===== src/rtl/circuit1_pipe.sv =====
// Two-stage pipelined Circuit1 datapath: z = max/min(a+b, a+c), x = a*c - (a+b).
// Valid/ready on both sides; global-stall flow control with two result slots.
module circuit1_pipe #(
  parameter int WIDTH    = 8,
  parameter int SATURATE = 0
) (
  input  logic                 Clk,
  input  logic                 Rst,
  input  logic                 in_valid,
  output logic                 in_ready,
  input  logic [WIDTH-1:0]     a,
  input  logic [WIDTH-1:0]     b,
  input  logic [WIDTH-1:0]     c,
  input  logic                 sel_min,
  output logic                 out_valid,
  input  logic                 out_ready,
  output logic [WIDTH-1:0]     z,
  output logic [2*WIDTH-1:0]   x,
  output logic                 ovf
);

  // Handshake: a transfer happens on a rising edge where valid && ready.
  // in_ready may depend combinationally on out_ready; out_valid is registered.

  localparam logic [WIDTH-1:0] SMAX = {1'b0, {(WIDTH-1){1'b1}}};
  localparam logic [WIDTH-1:0] SMIN = {1'b1, {(WIDTH-1){1'b0}}};

  // Stage 1 state
  logic                 s1_valid_q;
  logic [WIDTH:0]       d_full_q, d_full_d;
  logic [WIDTH:0]       e_full_q, e_full_d;
  logic [2*WIDTH-1:0]   p_q, p_d;
  logic                 sel_min_q;

  // Output stage state
  logic                 out_valid_q;
  logic [WIDTH-1:0]     z_q, z_d;
  logic [2*WIDTH-1:0]   x_q, x_d;
  logic                 ovf_q, ovf_d;

  logic                 out_load;
  logic                 s1_load;
  logic                 accept;
  logic [2*WIDTH-1:0]   a_ext, c_ext;
  logic                 d_ovf, e_ovf;
  logic [WIDTH-1:0]     d_red, e_red;
  logic                 d_gt_e;

  assign out_load = !out_valid_q || out_ready;
  assign s1_load  = !s1_valid_q || out_load;
  assign in_ready = s1_load && Rst;
  assign accept   = in_valid && s1_load;

  // Stage 1 arithmetic: sums one bit wider so overflow is detectable later.
  always_comb begin
    a_ext    = {{WIDTH{a[WIDTH-1]}}, a};
    c_ext    = {{WIDTH{c[WIDTH-1]}}, c};
    d_full_d = {a[WIDTH-1], a} + {b[WIDTH-1], b};
    e_full_d = {a[WIDTH-1], a} + {c[WIDTH-1], c};
    p_d      = a_ext * c_ext;
  end

  // A WIDTH+1 bit sum is out of range exactly when its top two bits differ.
  assign d_ovf = d_full_q[WIDTH] ^ d_full_q[WIDTH-1];
  assign e_ovf = e_full_q[WIDTH] ^ e_full_q[WIDTH-1];

  always_comb begin
    d_red = d_full_q[WIDTH-1:0];
    e_red = e_full_q[WIDTH-1:0];
    if (SATURATE != 0) begin
      if (d_ovf) d_red = d_full_q[WIDTH] ? SMIN : SMAX;
      if (e_ovf) e_red = e_full_q[WIDTH] ? SMIN : SMAX;
    end
  end

  always_comb begin
    d_gt_e = $signed(d_red) > $signed(e_red);
    z_d    = (d_gt_e ^ sel_min_q) ? d_red : e_red;
    x_d    = p_q - {{WIDTH{d_red[WIDTH-1]}}, d_red};
    ovf_d  = d_ovf | e_ovf;
  end

  always_ff @(posedge Clk or negedge Rst) begin
    if (!Rst) begin
      s1_valid_q <= 1'b0;
      d_full_q   <= '0;
      e_full_q   <= '0;
      p_q        <= '0;
      sel_min_q  <= 1'b0;
    end else begin
      if (s1_load) s1_valid_q <= in_valid;
      if (accept) begin
        d_full_q  <= d_full_d;
        e_full_q  <= e_full_d;
        p_q       <= p_d;
        sel_min_q <= sel_min;
      end
    end
  end

  // Output data only changes when a new valid result moves in, so a stalled
  // result stays stable.
  always_ff @(posedge Clk or negedge Rst) begin
    if (!Rst) begin
      out_valid_q <= 1'b0;
      z_q         <= '0;
      x_q         <= '0;
      ovf_q       <= 1'b0;
    end else if (out_load) begin
      out_valid_q <= s1_valid_q;
      if (s1_valid_q) begin
        z_q   <= z_d;
        x_q   <= x_d;
        ovf_q <= ovf_d;
      end
    end
  end

  assign out_valid = out_valid_q;
  assign z         = z_q;
  assign x         = x_q;
  assign ovf       = ovf_q;

endmodule


===== config.mk =====
export PLATFORM = sky130hd
export DESIGN_NAME = circuit1_pipe
export DESIGN_NICKNAME = d
export VERILOG_FILES = /design/src/rtl/circuit1_pipe.sv
export SDC_FILE = /design/constraint.sdc
export NUM_CORES = 1
export LEC_CHECK = 0
export ABC_CLOCK_PERIOD_IN_PS = 2600
export BUFFER_PORTS_ARGS = -buffer_cell sky130_fd_sc_hd__buf_2
export CAP_MARGIN = 20
export CORE_MARGIN = 1.5
export CORE_UTILIZATION = 50
export DETAILED_ROUTE_END_ITERATION = 16
export PLACE_DENSITY = 0.77
export SLEW_MARGIN = 20
export SYNTH_ARGS = -nofsm -noshare
export SYNTH_HDL_FRONTEND = slang
export SYNTH_SLANG_ARGS = --single-unit

===== constraint.sdc =====
create_clock -name Clk -period 2.6 [get_ports Clk]
set_input_delay 0.52 -clock Clk [delete_from_list [all_inputs] [get_ports Clk]]
set_output_delay 0.52 -clock Clk [all_outputs]
set_load 0.03 [all_outputs]

==> flow_metrics.env, run 1 <==
export IMPL_vias_per_cell=5.283
export IMPL_fin_tns_setup_ns=-13.41
export IMPL_path_cells="buf_8 > and2_4 > fa_1 > inv_1 > fa_1 > inv_2 > fa_1 > inv_1 > fa_1 > inv_2 > ha_4 > a21oi_2 > nor2_2 > nor4b_2 > buf_4 > o31ai_4 > a31oi_1 > xnor2_1 > o21ai_1"
export IMPL_endpoint_kind="flop"
export IMPL_antenna_found_initial=0
export IMPL_dr_first_iter_drc_count=326
export IMPL_tightest_slew_ns=0.7532
export IMPL_skew_ns=0.007230
export IMPL_synth_nets=841
export IMPL_ys_flop_type="dfrtp_1"
export IMPL_start_util=0.5204
export IMPL_fmax_ghz=0.2419
export IMPL_powerDensity_nw_per_um2=1097
export IMPL_clkTransAtPathRegs_ns=0.05
export IMPL_grt_pass1_vias=5722
export IMPL_die_area_um2=13340
export IMPL_synth_seq_area_share=0.2452
export IMPL_dpl_cell_count=979
export IMPL_arrival_ns=4.35
export IMPL_period_needed_ns=4.135
export IMPL_gr_total_overflow=0
export IMPL_grt_max_degree=63
export IMPL_dr_pass1_iters=4
export IMPL_hpwl_mm=12.64
export IMPL_routed_via_count=5315
export IMPL_cts_buffers=9
export IMPL_cpLargestDelayFamily="adder cells"
export IMPL_syn_cell_area_um2=6329
export IMPL_yosys_warnings=0
export IMPL_cpPeakStageDelay_ns=0.53
export IMPL_fill_cells=918
export IMPL_timing_final_crit_share=1.590
export IMPL_h_tree_depth=3
export IMPL_diodes=0
export IMPL_rsz0062_at_grt="yes"
export IMPL_hold_ws_ns=0.3626
export IMPL_synthArstFlopShare=1.000
export IMPL_placed_cell_area_um2=7531
export IMPL_leakage_nw=4.052
export IMPL_area_delta_synth_final_pct=31.20
export IMPL_grt_pass1_wl_mm=26.78
export IMPL_clock_sinks=62
export IMPL_hp_class="in2async"
export IMPL_cts_buffer_depth=2
export IMPL_worstPathRequired_ns=2.81
export IMPL_ys_ff_latch=62
export IMPL_failed_checks="negative setup slack"
export IMPL_synth_edff_count=0
export IMPL_slew_viol_final=0
export IMPL_synth_area_per_cell_um2=9.239
export IMPL_fin_util=0.6827
export IMPL_synthCells=685
export IMPL_path_max_fanout=4
export IMPL_core_area_um2=12160
export IMPL_worstSkewPairLatency_ns=0.33
export IMPL_cts_root_buf="clkbuf_16"
export IMPL_final_nets=989
export IMPL_layout_commonest_cell="inv_1"
export IMPL_status="finished, violations left"
export IMPL_portBuffers=55
export IMPL_die_w_um=115.5
export IMPL_fin_cells=1006
export IMPL_fp_row_count=40
export IMPL_timing_critical_path_mode_cell="fa_1"
export IMPL_grt_usage=0.2591
export IMPL_finalSetupViolCount=12
export IMPL_routed_wl_mm=16.06
export IMPL_fin_area_um2=8303
export IMPL_drc_errors=0
export IMPL_layout_common_cells="inv_1 (98), buf_4 (84), nand2_1 (63)"
export IMPL_cp_slowest_cell="fa_1"
export IMPL_ir_drop_mv=0.4359
export IMPL_max_cap_violations=0
export IMPL_cts_tree="built"
export IMPL_critPathLaunchType="primary input"
export IMPL_die_h_um=115.5
export IMPL_drive_gt1_frac=0.3186
export IMPL_gp_congestion=0.9218
export IMPL_path_buf_inv=6
export IMPL_ys_types=52
export IMPL_path_class="in2reg"
export IMPL_relSlewSlack=0.4979
export IMPL_hold_violations=0
export IMPL_setup_ws_ns=-1.535
export IMPL_io_pin_count=56
export IMPL_ant_nets=0
export IMPL_wl_per_cell_um=15.96
## layout make-up
| class | instances | area, um2 | share of cell area |
|---|---|---|---|
| Multi-Input combinational cell | 494 | 4688 | 0.5646 |
| Sequential cell | 62 | 1553 | 0.1870 |
| Timing Repair Buffer | 150 | 1090 | 0.1313 |
| Inverter | 116 | 441.7 | 0.05319 |
| Clock buffer | 13 | 280.3 | 0.03376 |
| Tap cell | 168 | 210.2 | 0.02532 |
| Clock inverter | 3 | 40.04 | 0.004822 |
## worst paths after layout
kind	from	endpoint	slack [ns]	cells after the start
max in group asynchronous	Rst	d_full_q[7]	1.70	2
hold / removal	Rst	z[4]	0.36	2
setup reg to reg	e_full_q[7]	z[4]	0.15	9
min in group Clk	sel_min	sel_min_q	0.43	2
hold reg to reg	x[5]	x[5]	0.47	2
setup / recovery	c[4]	p_q[15]	-1.53	19
## sequential cells by signal (all words and copies together), names as in the netlist
name	flops
p_q	16
z	8
x	16
out_valid	1
e_full_q	9
s1_valid_q	1
d_full_q	9
sel_min_q	1
ovf	1
## metal layers
metal / up-vias / wire, um / share of wire / GRT usage
met5: - / 0 / 0 / 0
met4: 0 / 697 / 0.043 / 0.1210
met3: 47 / 644 / 0.040 / 0.03923
met2: 158 / 8149 / 0.51 / 0.4702
met1: 2565 / 6568 / 0.41 / 0.3006
li1: 2545 / - / - / -
## logic make-up after synthesis
| kind of cell | share of synthesized area |
|---|---|
| buffers and inverters | 0.07770 |
| adders and majority gates | 0.3199 |
| DFF | 0.2452 |
| xor gates and xnor gates | 0.05397 |
| and+or+nand+nor | 0.1437 |
| AOI/OAI and AO/OA | 0.1206 |
| muxes | 0.03895 |
## what timing repair did
action                     4_1_cts  5_1_grt
pin swaps                       40       25
setup endpoints to repair       12       20
buffers inserted                 7        5
hold buffers                     0        0
gates resized for setup         50       44
## report_power, final
group	total (W)	internal (W)	switching (W)
clock	0.00124	0.000841	0.000400
combinational	0.00629	0.00292	0.00337
sequential	0.00158	0.00134	0.000241
## synthesized netlist by cell type (all sizes together), types with 5 or more instances
master,count,area share
inv,116,0.069
ha,69,0.14
nand2,64,0.038
dfrtp,62,0.25
fa,58,0.18
o21ai,57,0.045
and2,37,0.037
nor2,26,0.015
a21oi,23,0.018
xnor2,21,0.029
xor2,18,0.025
mux2,13,0.023
clkbuf,11,0.0065
mux2i,10,0.016
nand2b,10,0.0099
a31oi,8,0.0079
nor2b,8,0.0079
nor3,8,0.0063
o21a,8,0.0095
o31ai,6,0.0071
nand3,5,0.0040
## through the flow
| stage | power, W | setup slack (ns) |
|---|---|---|
| after floorplan | 0.005438 | -1.643 |
| after global placement | 0.006792 | -1.871 |
| after detailed placement | 0.007045 | -1.957 |
| after CTS | 0.008701 | -1.505 |
| after global routing | 0.009867 | -1.687 |
| final | 0.009111 | -1.535 |
(Power assumes the default switching activity.)
==> run 2: changes to the inputs <==
--- a/config.mk
+++ b/config.mk
@@ -7,3 +7,3 @@
 export LEC_CHECK = 0
-export ABC_CLOCK_PERIOD_IN_PS = 2600
+export ABC_CLOCK_PERIOD_IN_PS = 3300
 export BUFFER_PORTS_ARGS = -buffer_cell sky130_fd_sc_hd__buf_2
@@ -13,3 +13,3 @@
 export DETAILED_ROUTE_END_ITERATION = 16
-export PLACE_DENSITY = 0.77
+export PLACE_DENSITY = 0.79
 export SLEW_MARGIN = 20
==> constraint.sdc (replaced) <==
create_clock -name Clk -period 3.3 [get_ports Clk]
set_input_delay 0.495 -clock Clk [delete_from_list [all_inputs] [get_ports Clk]]
set_output_delay 0.495 -clock Clk [all_outputs]
set_load 0.03 [all_outputs]
==> run 2 against run 1 <==
Compared with the run above:
- the flow still finishes with violations (negative setup slack)
- via count shrank 1.9%
- critical endpoint unchanged
- critical path type unchanged
- worst setup slack better by 0.72 ns
- power down 23%
- routed wire length down 5.0%
- clock power is 24% lower
- hold slack got worse by 0.021 ns
- sequential cell count stayed put
- first-iteration DRC count is 18% lower
- non-clock buffer count fell by 11
- register-to-register slack improved by 0.38 ns
- sequential share of layout area is 0.52 points higher
==> flow_metrics.env, run 2 (synthesis results as in run 1) <==
export IMPL_status="finished, violations left"
export IMPL_failed_checks="negative setup slack"
export IMPL_hpwl_mm=12.05
export IMPL_hp_class="in2async"
export IMPL_cts_root_buf="clkbuf_16"
export IMPL_dr_pass1_iters=4
export IMPL_vias_per_cell=5.241
export IMPL_r2r_slack_ns=0.53
export IMPL_p_sw_w=0.003121
export IMPL_clkTransAtPathRegs_ns=0.05
export IMPL_gr_total_overflow=0
export IMPL_powerDensity_nw_per_um2=874.3
export IMPL_internal_power_w=0.003936
export IMPL_area_delta_synth_final_pct=27.54
export IMPL_drive_gt1_frac=0.2854
export IMPL_ir_drop_mv=0.4011
export IMPL_routed_wl_mm=15.26
export IMPL_rsz0062_at_grt="yes"
export IMPL_portBuffers=55
export IMPL_path_max_fanout=6
export IMPL_max_cap_violations=0
export IMPL_h_tree_depth=3
export IMPL_grt_pass1_vias=5451
export IMPL_start_util=0.5204
export IMPL_wl_per_cell_um=15.33
export IMPL_fill_cells=955
export IMPL_io_pin_count=56
export IMPL_core_area_um2=12160
export IMPL_r2r_start="d_full_q[7]"
export IMPL_hold_violations=0
export IMPL_cts_tree="built"
export IMPL_r2r_end="x[14]"
export IMPL_pwr_share_clk=0.133
export IMPL_timing_final_crit_share=1.247
export IMPL_path_class="in2reg"
export IMPL_worstPathRequired_ns=3.50
export IMPL_seqPwrFrac=0.178
export IMPL_slew_viol_final=0
export IMPL_die_h_um=115.5
export IMPL_cts_hold_buf=0
export IMPL_die_area_um2=13340
export IMPL_fmax_ghz=0.2429
export IMPL_endpoint_kind="flop"
export IMPL_dr_first_iter_drc_count=267
export IMPL_ant_nets=0
export IMPL_layout_commonest_cell="inv_1"
export IMPL_grt_usage=0.2452
export IMPL_relSlewSlack=0.4897
export IMPL_critPathLaunchType="primary input"
export IMPL_grt_pass1_wl_mm=25.74
export IMPL_skew_ns=0.008975
export IMPL_setup_ws_ns=-0.8161
export IMPL_worstSkewPairLatency_ns=0.33
export IMPL_p_comb_frac=0.690
export IMPL_tightest_slew_ns=0.7654
export IMPL_cts_buffer_depth=2
export IMPL_dpl_cell_count=970
export IMPL_placed_cell_area_um2=7406
export IMPL_gp_congestion=0.9359
export IMPL_die_w_um=115.5
export IMPL_fp_row_count=40
export IMPL_r2r_cells=7
export IMPL_diodes=0
export IMPL_final_nets=978
export IMPL_routed_via_count=5215
export IMPL_drc_errors=0
export IMPL_cts_buffers=9
export IMPL_layout_common_cells="inv_1 (103), buf_4 (83), nand2_1 (64)"
export IMPL_antenna_found_initial=0
export IMPL_fin_cells=995
export IMPL_arrival_ns=4.31
export IMPL_period_needed_ns=4.116
export IMPL_grt_max_degree=63
export IMPL_clock_sinks=62
export IMPL_finalSetupViolCount=10
export IMPL_fin_area_um2=8071
export IMPL_leakage_nw=3.986
export IMPL_sw_frac_of_total=0.4423
-- run 2: stage by stage --
| step | total power (W) | util | TNS [ns] | hold WS, ns | setup slack, ns |
|---|---|---|---|---|---|
| finish | 0.007057 | 0.6637 | -5.680 | 0.3415 | -0.8161 |
| global route | 0.007640 | 0.6637 | -7.169 | 0.3931 | -0.9552 |
| CTS | 0.006798 | 0.6555 | -4.964 | 0.3605 | -0.7376 |
| detailed placement | 0.005465 | 0.6090 | -10.03 | 0.4664 | -1.258 |
| global placement | 0.005253 | 0.6090 | -9.286 | 0.4570 | -1.148 |
| floorplan | 0.004244 | - | -5.782 | 0.1994 | -0.9179 |
-- run 2: per-layer routing --
metal	vias to the layer above	global-route usage	part of all wire
met4	0	0.08148	0.024
met1	2524	0.2988	0.43
met2	131	0.4418	0.51
met5	-	0	0
li1	2530	-	-
met3	30	0.04027	0.035
-- run 2: worst max path at each step --
stage | start | to | slack [ns] | cells past startpoint
final | a[2] | p_q[15] | -0.82 | 17
after global routing | a[2] | p_q[15] | -0.96 | 17
after CTS | c[4] | p_q[13] | -0.74 | 19
after detailed placement | a[0] | p_q[15] | -1.26 | 17
after global placement | a[4] | p_q[15] | -1.15 | 18
after floorplan | a[7] | p_q[15] | -0.92 | 18
-- run 2: what timing repair did --
item,CTS,global route
setup buffers,6,3
pin swaps,46,14
resized for setup,60,18
endpoints found under the setup margin,11,11
-- run 2: area by class of cell --
| type | instances | area, um2 | area share |
|---|---|---|---|
| multi-input cells | 494 | 4577 | 0.5670 |
| flip-flops and latches | 62 | 1551 | 0.1922 |
| repair buffers | 139 | 993.5 | 0.1231 |
| inverters | 116 | 437.9 | 0.05426 |
| clock buffers | 12 | 256.5 | 0.03178 |
| well taps | 168 | 210.2 | 0.02604 |
| clock inverters | 4 | 45.04 | 0.005581 |
-- run 2: critical path, stage by stage --
cell	delay, ns
buf_4	0.14
and2_1	0.17
fa_1	0.52
fa_1	0.51
fa_1	0.51
inv_1	0.05
fa_1	0.53
inv_1	0.06
ha_4	0.29
nand3_2	0.10
nor2_4	0.14
nor4b_2	0.07
buf_4	0.15
o31ai_4	0.17
a31oi_2	0.11
xnor2_1	0.20
o21ai_1	0.08
-- run 2: power by group through the flow --
stage          clock (W)  sequential [W]  combinational [W]
5_1_grt         0.000987         0.00129            0.00536
2_1_floorplan          0         0.00151            0.00273
4_1_cts         0.000953         0.00125            0.00459
6_report        0.000938         0.00125            0.00487
3_5_place_dp           0         0.00126            0.00420
3_3_place_gp           0         0.00124            0.00401
